**config.mk**
```make
export PLATFORM = sky130hd
export DESIGN_NAME = detector_jogada
export DESIGN_NICKNAME = d
export VERILOG_FILES = /design/src/rtl/detector_jogada.sv
export SDC_FILE = /design/constraint.sdc
export NUM_CORES = 1
export LEC_CHECK = 0
export CORE_MARGIN = 2
export CORE_UTILIZATION = 58
export CTS_CLUSTER_DIAMETER = 30
export DETAILED_ROUTE_END_ITERATION = 10
export GPL_TIMING_DRIVEN = 0
export PLACE_DENSITY = 0.77
export SETUP_SLACK_MARGIN = 0.4
export SYNTH_ARGS = -nofsm -noshare
export SYNTH_HDL_FRONTEND = slang
export SYNTH_SLANG_ARGS = --single-unit
```
**constraint.sdc**
```tcl
create_clock -name clock -period 3.72 [get_ports clock]
set_input_delay 0.372 -clock clock [delete_from_list [all_inputs] [get_ports clock]]
set_output_delay 0.372 -clock clock [all_outputs]
set_load 0.01 [all_outputs]
```
**src/rtl/detector_jogada.sv**
```systemverilog
`default_nettype none
// ============================================================================
// Module   : detector_jogada
// Purpose  : Player-input front end for the game control unit. Synchronizes
//            and debounces the answer buttons. It rejects multi-button
//            presses, and it reports each one-hot press only once until the
//            buttons are fully released. It emits a one-cycle pulse together
//            with a held one-hot code of the accepted button.
// Ports    : clock      - system clock
//            reset      - synchronous, active-high reset
//            botoes     - raw asynchronous buttons, active-high
//            habilita   - press reporting enable (answer-wait window)
//            fez_jogada - one-cycle pulse: a valid press was accepted
//            jogada     - one-hot code of the last reported press (held)
//            db_estado  - debug: current state code (bits [3:2] always 0)
// Revision : 1.0 - initial release
// ============================================================================
module detector_jogada #(
  parameter int N_BOTOES        = 4,
  parameter int DEBOUNCE_CICLOS = 50000
) (
  input  logic                clock,
  input  logic                reset,
  input  logic [N_BOTOES-1:0] botoes,
  input  logic                habilita,
  output logic                fez_jogada,
  output logic [N_BOTOES-1:0] jogada,
  output logic [3:0]          db_estado
);

  localparam int                 c_cnt_w   = (DEBOUNCE_CICLOS > 1) ? $clog2(DEBOUNCE_CICLOS) : 1;
  localparam logic [c_cnt_w-1:0] c_cnt_max = c_cnt_w'(DEBOUNCE_CICLOS - 1);
  localparam logic [c_cnt_w-1:0] c_cnt_one = c_cnt_w'(1);

  typedef enum logic [1:0] {
    AGUARDA_SOLTURA = 2'd0,
    ESPERA          = 2'd1,
    FILTRA_PRESS    = 2'd2,
    PRESSIONADO     = 2'd3
  } estado_t;

  logic [N_BOTOES-1:0] r_sync_0;
  logic [N_BOTOES-1:0] r_sync_1;
  estado_t             r_estado;
  estado_t             w_estado_prox;
  logic [c_cnt_w-1:0]  r_cnt;
  logic [c_cnt_w-1:0]  w_cnt_prox;
  logic [N_BOTOES-1:0] r_cand;
  logic [N_BOTOES-1:0] w_cand_prox;
  logic                w_aceita;
  logic                w_s_zero;
  logic                w_s_onehot;
  logic [N_BOTOES-1:0] w_s;

  assign w_s        = r_sync_1;
  assign w_s_zero   = (w_s == '0);
  assign w_s_onehot = $onehot(w_s);
  assign db_estado  = {2'b00, r_estado};

  // Next-state logic. The same counter times the release window in
  // AGUARDA_SOLTURA and the press window in FILTRA_PRESS.
  always_comb begin
    w_estado_prox = r_estado;
    w_cnt_prox    = r_cnt;
    w_cand_prox   = r_cand;
    w_aceita      = 1'b0;
    case (r_estado)
      AGUARDA_SOLTURA: begin
        if (!w_s_zero) begin
          w_cnt_prox = '0;
        end else if (r_cnt == c_cnt_max) begin
          w_estado_prox = ESPERA;
        end else begin
          w_cnt_prox = r_cnt + c_cnt_one;
        end
      end
      ESPERA: begin
        if (w_s_onehot) begin
          w_cand_prox   = w_s;
          w_cnt_prox    = '0;
          w_estado_prox = FILTRA_PRESS;
        end else if (!w_s_zero) begin
          // Chord of buttons: ignore it until everything is released.
          w_cnt_prox    = '0;
          w_estado_prox = AGUARDA_SOLTURA;
        end
      end
      FILTRA_PRESS: begin
        if (w_s == r_cand) begin
          if (r_cnt == c_cnt_max) begin
            w_aceita      = 1'b1;
            w_estado_prox = PRESSIONADO;
          end else begin
            w_cnt_prox = r_cnt + c_cnt_one;
          end
        end else if (w_s_zero) begin
          // Bounce back to idle: re-arm immediately, no release window.
          w_estado_prox = ESPERA;
        end else begin
          w_cnt_prox    = '0;
          w_estado_prox = AGUARDA_SOLTURA;
        end
      end
      PRESSIONADO: begin
        // Extra buttons added while held are ignored; only release matters.
        if (w_s_zero) begin
          w_cnt_prox    = '0;
          w_estado_prox = AGUARDA_SOLTURA;
        end
      end
      default: begin
        w_cnt_prox    = '0;
        w_estado_prox = AGUARDA_SOLTURA;
      end
    endcase
  end

  always_ff @(posedge clock) begin
    if (reset) begin
      r_sync_0   <= '0;
      r_sync_1   <= '0;
      r_estado   <= AGUARDA_SOLTURA;
      r_cnt      <= '0;
      r_cand     <= '0;
      fez_jogada <= 1'b0;
      jogada     <= '0;
    end else begin
      r_sync_0   <= botoes;
      r_sync_1   <= r_sync_0;
      r_estado   <= w_estado_prox;
      r_cnt      <= w_cnt_prox;
      r_cand     <= w_cand_prox;
      // An accept with reporting disabled still consumes the press.
      fez_jogada <= w_aceita & habilita;
      if (w_aceita && habilita) begin
        jogada <= r_cand;
      end
    end
  end

endmodule
`default_nettype wire

```
==> key figures <==
Die
  • Boundary pin count: 16
  • Core footprint: 3360 sq um
  • Floorplan die area: 4050 sq um
  • Standard-cell row count: 21
  • Vert. Die Dim: 63.6 um
  • Starting density of the core: between 60% and 70%
  • Die X-Extent: ~64 um

Worst setup path
  • Crit path DAT: approximately 3.2 ns
  • Logic depth of the worst register-to-register path: 10
  • Req. time, crit path: around 4 ns
  • Critical Path Source Type: flip-flop
  • Register-to-Register Setup Slack: roughly 0.73 ns
  • Critical R2R Capture: r_cnt[3]$_SDFFE_PP0N_
  • Type of destination of the critical path: flip-flop
  • Ordered cell list for the critical path: inv_1 -> fa_1 -> inv_1 -> ha_1 -> ha_1 -> or3b_2 -> nand4_1 -> o31ai_1 -> o41ai_1 -> a21oi_1
  • Worst r2r src: r_sync_1[3]$_SDFF_PP0_
  • Classification of the worst setup path: reg -> reg
  • Maximum cell stage delay along the critical path: ~0.51 ns
  • Top fanout value on the critical path: 5
  • Slowest-stage cell, CP: or3b_2

Detailed routing
  • Detail-routed via count per cell: roughly 6.2
  • Total routed wirelength: roughly 5 mm
  • Detailed Route Iter0 Violations: 176
  • Mean routed wirelength per cell: about 16 um
  • Via count of the routed design: between 1.5k and 2k
  • Remaining routing DRC violations: 0
  • Drt first pass iters: 5
  • Final antenna-violating net count: 0

Timing
  • Number of hold-slack violations in the final timing report: 0
  • Crit share post-route: around four fifths
  • Worst slew margin relative to its limit: 39.4%
  • Upper clock frequency limit: roughly 330 MHz
  • Setup clock skew after layout: ~0.012 ns
  • Setup TNS: 0 ns
  • Final count of negative-setup-slack endpoints: 0
  • Period minus WS final: about 3.0 ns
  • Unrepaired setup endpoints after global routing: false
  • Number of pins with negative max-slew slack in the final report: 0
  • Slew at the pin closest to its max-slew limit: approximately 0.90 ns

Synth
  • Syn Inst Count: 250
  • Top cell type by total area after synthesis: dfxtp_1
  • Synth Cell Area: about 2100 sq um
  • Mean instance size in the synthesized netlist: around 8.2 sq um
  • Sequential element share of the synthesized area: 34.0%
  • Dominant register cell in the synthesized netlist: dfxtp_1
  • Largest cells by area after synthesis: dfxtp_1 (34%), a21oi_1 (4.9%), nand3_1 (3.9%)
  • Yosys Warn Count: 0
  • Most used standard cell by instance count after synthesis: dfxtp_1
  • Number of distinct library cells after synthesis: between 50 and 60
  • Share of synthesized flip-flops with an asynchronous set or reset: 0%
  • Most common library cells after synthesis: dfxtp_1 (35), a21oi_1 (20), nor2_1 (20), nand3_1 (16), o21ai_0 (12)
  • #FFs+latches synth: 35
  • Area fraction of the dominant cell type after synthesis: between 30% and 40%
  • Number of synthesized flops with an enable pin: 0

Global route
  • Wire length of the first global-routing pass: approximately 8.5 mm
  • Largest net degree at the start of global routing: 13
  • All-Layer GR Usage: between 20% and 30%
  • Gr ovfl total: 0
  • Initial antenna violation count: 0
  • Via count of the first global-routing pass: about 1.9k

Cells and area
  • Fraction of final layout cells with drive strength greater than 1: between 10% and 20%
  • P&R area growth vs syn: 12.1%
  • Total Nets Final: roughly 280
  • Number of antenna diodes: 0

Clocking
  • Number of gates given a new drive strength after cts: 0
  • Clock root buffer master: clkbuf_4
  • TritonCTS Sinks: 35
  • Number of buffers created by CTS: 5
  • Setup Fix Bufs, Post-CTS: 0
  • Hold_buf cts: 0
  • Clock tree from TritonCTS: done
  • CTS clock-pin slew for the worst setup and hold paths: ~0.11 ns
  • Total number of H-tree levels: 2
  • Later-pin clock latency in the skew report: about 0.35 ns
  • Buffers from clock root to sink, at most: 2

Pwr
  • Power density relative to cell area: approximately 290 nW/um^2
  • Total power of the final layout: roughly 0.67 mW
  • Lkg Pwr: between 0.7 and 0.8 nW
  • VDD IR-drop max: 0.218 mV

Worst hold path
  • Hold crit path type: reg -> reg
  • Hold Startpoint: r_sync_0[2]$_SDFF_PP0_
  • Cell count of the worst hold path: 1
  • Hold Crit Endpoint: r_sync_1[2]$_SDFF_PP0_

Placement
  • Sum of net half-perimeters after detailed placement: 3.64 mm
  • Final Wtd Congestion: a little under 1
  • # port buffers: 13

Status
  • Outcome: complete, no violations

Run
  • Max capacitance violation total: 0
state kept, by name, summed over array words and instances, names as in the netlist:
signal      count
jogada          4
r_cand          4
r_sync_0        4
r_estado        2
fez_jogada      1
r_sync_1        4
r_cnt          16
where the power goes:
part / leakage (nW) / switching [mW] / total [mW] / internal (mW)
sequential: 0.284 / 0.00436 / 0.385 / 0.381
combinational: 0.487 / 0.0484 / 0.0826 / 0.0343
clock: 0.0272 / 0.135 / 0.207 / 0.0721
total: 0.798 / 0.187 / 0.674 / 0.487
logic make-up after synthesis:
group | share of synthesized area [%]
AOI/OAI and AO/OA | 21.1
DFF | 34.0
buffers and inverters | 5.70
xor gates and xnor gates | 1.70
muxes | 3.09
adders and majority gates | 3.40
other | 0.182
and+or+nand+nor | 30.8
cell usage in the layout (no fill, tap or decap), drive strengths merged, types with 3 or more instances in the layout:
| master | count |
|---|---|
| nand4 | 6 |
| o21ai | 12 |
| nor3 | 4 |
| nand2b | 3 |
| o211ai | 6 |
| clkbuf | 12 |
| a31oi | 3 |
| a21oi | 21 |
| a41oi | 3 |
| nand2 | 12 |
| and3 | 5 |
| or2 | 3 |
| mux2i | 3 |
| nand3 | 16 |
| o311ai | 3 |
| nor3b | 4 |
| nor2b | 10 |
| nor4 | 6 |
| buf | 8 |
| dfxtp | 35 |
| mux2 | 3 |
| clkdlybuf4s50 | 13 |
| or3 | 6 |
| nor2 | 22 |
| xor2 | 4 |
| ha | 4 |
| inv | 11 |
| or3b | 4 |
worst max path at each step:
stage | depth (start not counted) | from | endpoint
2_1_floorplan | 10 | r_sync_1[0]$_SDFF_PP0_ | r_cnt[3]$_SDFFE_PP0N_
3_3_place_gp | 10 | r_sync_1[3]$_SDFF_PP0_ | r_cnt[3]$_SDFFE_PP0N_
3_5_place_dp | 10 | r_sync_1[0]$_SDFF_PP0_ | r_cnt[13]$_SDFFE_PP0N_
4_1_cts | 10 | r_sync_1[0]$_SDFF_PP0_ | r_cnt[3]$_SDFFE_PP0N_
5_1_grt | 10 | r_sync_1[0]$_SDFF_PP0_ | r_cnt[13]$_SDFFE_PP0N_
6_report | 10 | r_sync_1[3]$_SDFF_PP0_ | r_cnt[3]$_SDFFE_PP0N_
through the flow:
stage	hold slack, ns	instance area [sq um]	setup WS (ns)	cells	util [%]
4_1_cts	0.454	2310	0.767	318	68.7
5_1_grt	0.470	2310	0.606	318	68.7
6_report	0.451	2310	0.735	318	68.7
3_3_place_gp	0.416	2250	0.819	310	67.0
3_5_place_dp	0.428	2250	0.813	310	67.0
2_1_floorplan	0.414	2070	1.06	251	-
critical path: cells and delay by family, from the launching register on:
kind / cells / cell delay (ns)
buffers and inverters: 2 / 0.14
adder cells (fa/ha/maj): 3 / 0.94
AND/OR/NAND/NOR: 2 / 0.64
flip-flops: 1 / 0.42
AO/OA/AOI/OAI: 3 / 0.70
area by class of cell:
type	count	area [sq um]
multi-input combinational	190	1250
fill	326	1050
sequential	35	701
timing repair buffer	13	130
buffer	15	76.3
tap	46	57.6
inverter	11	41.3
clock buffer	5	37.5
clock inverter	3	20.0
per-layer routing:
| layer | track usage [%] | wire length [um] | vias up |
|---|---|---|---|
| met2 | 38.6 | 2120 | 77 |
| met1 | 37.1 | 2390 | 915 |
| met4 | 12.5 | 79 | 0 |
| li1 | - | - | 964 |
| met3 | 8.75 | 417 | 9 |
| met5 | 0 | 0 | - |
(Power assumes the default switching activity.)
